$ cat src/rtl/instr_rom_loader_if.sv
// instr_rom_loader_if: program-load handshake plus CPU fetch port of the instruction ROM loader.
interface instr_rom_loader_if;
    logic       load_start;
    logic       load_valid;
    logic       load_ready;
    logic [7:0] load_data;
    logic       load_last;
    logic [7:0] readingAddress;
    logic [7:0] instruction;
    logic       cpu_reset;
    logic       loaded;
    logic       load_error;
    logic [8:0] prog_len;
    modport master (
        output load_start, load_valid, load_data, load_last, readingAddress,
        input  load_ready, instruction, cpu_reset, loaded, load_error, prog_len
    );
    modport slave (
        input  load_start, load_valid, load_data, load_last, readingAddress,
        output load_ready, instruction, cpu_reset, loaded, load_error, prog_len
    );
endinterface

$ cat src/rtl/instr_rom_loader.sv
// instr_rom_loader: loads a program byte stream into instruction memory, then serves CPU fetches.
// The CPU is held in reset from load start until RELEASE_DELAY cycles after the last byte.
module instr_rom_loader #(
    parameter int         DEPTH         = 256,
    parameter logic [7:0] FILL          = 8'h00,
    parameter int         RELEASE_DELAY = 2
) (
    input logic CLK,
    input logic reset,
    instr_rom_loader_if.slave bus
);
    localparam int AW = DEPTH > 1 ? $clog2(DEPTH) : 1;
    localparam int CW = RELEASE_DELAY > 1 ? $clog2(RELEASE_DELAY) : 1;
    localparam logic [2:0] IDLE = 3'd0, LOAD = 3'd1, RELEASE = 3'd2, RUN = 3'd3, ERROR = 3'd4;
    logic [2:0]    state;
    logic [AW-1:0] wr_ptr;
    logic [CW-1:0] count;
    logic [8:0]    prog_len;
    logic          load_error;
    logic          accept;
    logic          addr_ok;
    logic [7:0]    mem [DEPTH];
    assign accept = state == LOAD && bus.load_valid;
    // Upper address bits beyond the array must be zero for a hit.
    assign addr_ok = (bus.readingAddress >> AW) == 8'd0 && {1'b0, bus.readingAddress} < prog_len;
    always_ff @(posedge CLK or negedge reset) begin
        if (!reset) begin
            state      <= IDLE;
            wr_ptr     <= '0;
            count      <= '0;
            prog_len   <= '0;
            load_error <= 1'b0;
        end else begin
            case (state)
                LOAD: begin
                    if (accept) begin
                        wr_ptr   <= wr_ptr + 1'b1;
                        prog_len <= prog_len + 9'd1;
                        if (bus.load_last) begin
                            state <= RELEASE;
                            count <= '0;
                        end else if (wr_ptr == AW'(DEPTH - 1)) begin
                            state      <= ERROR;
                            load_error <= 1'b1;
                        end
                    end
                end
                RELEASE: begin
                    if (count == CW'(RELEASE_DELAY - 1)) state <= RUN;
                    else count <= count + 1'b1;
                end
                IDLE, RUN, ERROR: begin
                    if (bus.load_start) begin
                        state      <= LOAD;
                        wr_ptr     <= '0;
                        prog_len   <= '0;
                        load_error <= 1'b0;
                    end
                end
                default: state <= IDLE;
            endcase
        end
    end
    // Program storage deliberately survives reset.
    always_ff @(posedge CLK) begin
        if (accept) mem[wr_ptr] <= bus.load_data;
    end
    assign bus.load_ready  = state == LOAD;
    assign bus.cpu_reset   = state != RUN;
    assign bus.loaded      = state == RUN;
    assign bus.load_error  = load_error;
    assign bus.prog_len    = prog_len;
    assign bus.instruction = (state == RUN && addr_ok) ? mem[bus.readingAddress[AW-1:0]] : FILL;
endmodule

$ cat src/flat_wrapper.sv
// flat-port wrapper written by rule: the top's interface ports become plain ports
module instr_rom_loader_flat 
#(
    parameter int         DEPTH         = 256,
    parameter logic [7:0] FILL          = 8'h00,
    parameter int         RELEASE_DELAY = 2
)
  (CLK, reset, bus_load_start, bus_load_valid, bus_load_data, bus_load_last, bus_readingAddress, bus_load_ready, bus_instruction, bus_cpu_reset, bus_loaded, bus_load_error, bus_prog_len);
  instr_rom_loader_if bus_i ();
  input logic CLK;
  input logic reset;
  input wire logic [$bits(bus_i.load_start)-1:0] bus_load_start;
  input wire logic [$bits(bus_i.load_valid)-1:0] bus_load_valid;
  input wire logic [$bits(bus_i.load_data)-1:0] bus_load_data;
  input wire logic [$bits(bus_i.load_last)-1:0] bus_load_last;
  input wire logic [$bits(bus_i.readingAddress)-1:0] bus_readingAddress;
  output wire logic [$bits(bus_i.load_ready)-1:0] bus_load_ready;
  output wire logic [$bits(bus_i.instruction)-1:0] bus_instruction;
  output wire logic [$bits(bus_i.cpu_reset)-1:0] bus_cpu_reset;
  output wire logic [$bits(bus_i.loaded)-1:0] bus_loaded;
  output wire logic [$bits(bus_i.load_error)-1:0] bus_load_error;
  output wire logic [$bits(bus_i.prog_len)-1:0] bus_prog_len;
  assign bus_i.load_start = bus_load_start;
  assign bus_i.load_valid = bus_load_valid;
  assign bus_i.load_data = bus_load_data;
  assign bus_i.load_last = bus_load_last;
  assign bus_i.readingAddress = bus_readingAddress;
  assign bus_load_ready = bus_i.load_ready;
  assign bus_instruction = bus_i.instruction;
  assign bus_cpu_reset = bus_i.cpu_reset;
  assign bus_loaded = bus_i.loaded;
  assign bus_load_error = bus_i.load_error;
  assign bus_prog_len = bus_i.prog_len;
  instr_rom_loader #(.DEPTH(DEPTH), .FILL(FILL), .RELEASE_DELAY(RELEASE_DELAY)) u_core (.CLK(CLK), .reset(reset), .bus(bus_i));
endmodule
$ cat config.mk
export PLATFORM = sky130hd
export DESIGN_NAME = instr_rom_loader_flat
export DESIGN_NICKNAME = d
export VERILOG_FILES = /design/src/rtl/instr_rom_loader_if.sv /design/src/rtl/instr_rom_loader.sv /design/src/flat_wrapper.sv
export SDC_FILE = /design/constraint.sdc
export NUM_CORES = 2
export LEC_CHECK = 0
export BUFFER_PORTS_ARGS = -buffer_cell sky130_fd_sc_hd__buf_2
export CAP_MARGIN = 10
export CORE_ASPECT_RATIO = 1.25
export CORE_UTILIZATION = 50
export CTS_CLUSTER_SIZE = 12
export DETAILED_ROUTE_END_ITERATION = 7
export PLACE_DENSITY = 0.68
export SLEW_MARGIN = 20
export SYNTH_ARGS = -nofsm -noshare
export SYNTH_HDL_FRONTEND = slang
export SYNTH_SLANG_ARGS = --single-unit
$ cat constraint.sdc
create_clock -name CLK -period 4.25 [get_ports CLK]
set_input_delay 0.85 -clock CLK [delete_from_list [all_inputs] [get_ports CLK]]
set_output_delay 0.85 -clock CLK [all_outputs]
set_load 0.01 [all_outputs]
==> impl_metrics.py <==
metrics = {
    "finish": {
        "synthToLayoutAreaGrowth_pct": 17.1,
        "instances_no_fill": 6953,
        "drive_above_1_share_pct": 28.7,
        "fillers": 11600,
        "nNetsFinal": 4740,
        "design_area_sq_um": 95900,
    },
    "routing": {
        "vias": 44800,
        "drc": 0,
        "drt_wl_total_mm": 229,
        "ant_nets": 0,
        "first_pass_iters": 5,
        "avgViaCountPerCell": 6.44,
        "drt-initial-drc-count": 6204,
        "post_drt_wl_per_cell_um": 33.0,
    },
    "sta": {
        "fin_crit_ns": 4.55,
        "hold_viol_final": 0,
        "period_share_pct": 107,
        "skew_ns": 0.0272,
        "fmax_mhz": 220,
        "relSlewSlack_pct": 12.7,
        "setup_violations": 8,
        "grt_setup_unrepaired": "yes",
        "setup_slack_ns": -0.299,
        "worst_pin_slew_ns": 1.31,
        "maxSlewViolCount": 0,
    },
    "power": {
        "p_leak_nw": 31.5,
        "p_per_area_nw_per_um2": 436,
        "ir_drop_mv": 0.395,
    },
    "place": {
        "hpwl_mm": 144,
        "port_buffers": 41,
        "placed_area_sq_um": 88200,
        "place.gp.congestion": 0.940,
        "place_ws_ns": -0.757,
        "place_inst": 6590,
    },
    "clock_network": {
        "numCtsBuffers": 197,
        "cts_root_buf": "clkbuf_16",
        "ctsLongestPathBuffers": 3,
        "cts_tree": "done",
        "clock_latency_ns": 0.85,
        "cts.clk_slew.worst_paths_ns": 0.06,
        "cts.htree.levels": 4,
        "clock-sinks": 2070,
    },
    "global_routing": {
        "first_global_vias": 44900,
        "grt_overflow": 0,
        "grt_antenna_before_repair": 8,
        "grt_first_pass_wirelength_mm": 327,
        "grt_start_max_net_pins": 127,
        "grtUsageTotal_pct": 28.1,
    },
    "yosys": {
        "ys_ff_latch": 2070,
        "ys_types": 74,
        "synth_edf_count": 2048,
        "yosysWarnings": 0,
        "synthArstFlopShare_pct": 1.06,
        "syn-instance-count": 4090,
        "ys_top_cells_by_count": "2048 x edfxtp_1, 337 x mux4_2, 322 x nor2_1",
        "yosysTopAreaCell": "edfxtp_1",
        "netlist_area_sq_um": 81900,
        "yosysSeqAreaShare_pct": 75.8,
        "synth_fp_nets": 4123,
        "netlist_top_cells_area": "edfxtp_1 75%, mux4_2 9.3%, mux2i_1 3.5%",
        "postSynthAreaPerCell_sq_um": 20.0,
        "yosys.area.top_type_share_pct": 75.1,
        "synthFlopType": "edfxtp_1",
        "yosysMostFrequentCell": "edfxtp_1",
    },
    "status": {
        "violations": "negative setup slack",
        "status": "finished with violations",
    },
    "floorplan": {
        "die_area_sq_um": 165000,
        "io_pins": 42,
        "initial_utilization_pct": 50.5,
        "fp.dieH_um": 454,
        "row_count": 165,
        "core_area_sq_um": 162000,
        "die_x_um": 364,
    },
    "critical_path": {
        "end_kind": "output pin",
        "max_stage_delay_ns": 0.54,
        "cp_top_family": "multiplexers",
        "path_buf_inv": 5,
        "path_cells": "buf_16 -> buf_12 -> buf_12 -> buf_12 -> mux4_2 -> mux4_2 -> nor2_4 -> a21oi_2 -> nand4_1 -> o211ai_1 -> a221o_2 -> buf_6",
        "crit_type": "input port to output pin",
        "crit_required_ns": 3.40,
        "crit_arrival_ns": 3.70,
        "critical_path.max_fanout": 8,
        "cpMostUsedCell": "buf_12",
        "startpoint_type": "input port",
        "crit_path_top_delay_cell": "mux4_2",
    },
    "flow_run": {
        "maxCapViolCount": 0,
    },
    "min_path": {
        "worstHoldPathType": "input port to register",
    },
}
what timing repair did:
item	in CTS	in global routing
pin swaps	51	31
hold endpoints to repair	22	0
setup endpoints to repair	8	8
buffers inserted	51	24
resized for setup	185	54
cloned	17	1
hold buffers	1	0
registers in the layout, summed over array words and instances (netlist names):
name and count:
u_core.bus.prog_len 9, u_core.wr_ptr 8, u_core.mem 2048, u_core.bus.load_error 1, u_core.count 1, u_core.state 3
area by class of cell:
type / count / area, sq um / share of cell area, %
flip-flops and latches: 2070 / 62000 / 64.7
well taps: 2171 / 2720 / 2.83
repair buffers: 668 / 6900 / 7.19
multi-input cells: 1754 / 18600 / 19.4
diodes: 3 / 7.51 / 0.00783
clock buffers: 242 / 5260 / 5.48
inverters: 16 / 63.8 / 0.0666
clock inverters: 29 / 231 / 0.241
layout by cell type (no fill, tap or decap), types with 12 or more instances in the layout:
master,n
nand2b_1,19
nand3_1,37
clkbuf_16,205
a22oi_1,54
clkbuf_1,37
buf_6,32
buf_4,478
a22oi_2,18
a22o_1,12
clkinv_1,17
nor2_1,314
dfrtp_1,22
a221oi_1,89
mux4_1,34
a211oi_1,14
nor3_1,28
mux2i_1,287
nand2_1,76
buf_12,89
mux4_2,347
nand4_1,18
o21ai_1,14
o31ai_1,13
a221o_1,25
buf_16,18
o21ai_0,65
a221oi_2,16
a21oi_2,16
nor2b_1,12
edfxtp_1,2048
a21oi_1,47
buf_2,23
through the flow:
| stage | hold slack, ns | util [%] | power, mW | setup TNS, ns |
|---|---|---|---|---|
| 3_3_place_gp | 0.498 | 54.4 | 26.0 | -4.35 |
| 4_1_cts | 0.307 | 58.8 | 41.8 | -1.02 |
| 6_report | 0.346 | 59.1 | 41.8 | -1.33 |
| 2_1_floorplan | 0.513 | - | 24.5 | 0 |
| 3_5_place_dp | 0.497 | 54.4 | 26.0 | -4.51 |
| 5_1_grt | 0.332 | 59.1 | 42.7 | -1.65 |
path summary, 6_finish.rpt:
| path | start | end | slack, ns | cells after the start |
|---|---|---|---|---|
| worst min register to register | u_core.bus.load_error | u_core.bus.load_error | 0.51 | 2 |
| min in group asynchronous | reset | u_core.bus.load_error | 0.53 | 2 |
| worst min-delay path | bus_load_last | u_core.state[1] | 0.35 | 2 |
| worst max register to register | u_core.state[0] | u_core.mem[67][7] | 0.53 | 7 |
| max in group asynchronous | reset | u_core.wr_ptr[4] | 3.38 | 2 |
| worst max-delay path | bus_readingAddress[0] | bus_instruction[3] | -0.30 | 12 |
routing by layer:
metal / up-vias / part of all wire [%] / global-route usage [%]
met5: - / 0.051 / 0
met4: 18 / 5.7 / 14.2
met3: 535 / 9.7 / 4.81
met2: 2673 / 48 / 44.8
met1: 23400 / 37 / 37.5
li1: 18200 / - / -
worst reg2reg max path, cell delays in order, from the launching register on:
cell and delay, ns:
dfrtp_1 0.54, nand2_1 0.14, nor2_1 0.29, nand2_1 0.27, nor3_1 0.37, nand2_1 0.58
buf_4 0.43, nor2_1 0.71
power by group:
group          leakage [nW]  internal, mW  switching (mW)  total, mW
clock                  2.67          8.65            7.15       15.8
combinational          10.1          1.32            2.06       3.38
sequential             18.7          22.5          0.0693       22.6
logic make-up (layout without fill, tap and decap cells):
logic type	Yosys count	after routing	synth area share, %
buffers and inverters	266	955	2.27
xor gates and xnor gates	10	10	0.107
and+or+nand+nor	590	590	3.20
muxes	671	671	14.2
adders and majority gates	12	12	0.183
AOI/OAI and AO/OA	471	471	4.23
DFF	2070	2070	75.8
other	0	3	0
Power figures use the tool's default switching activity.
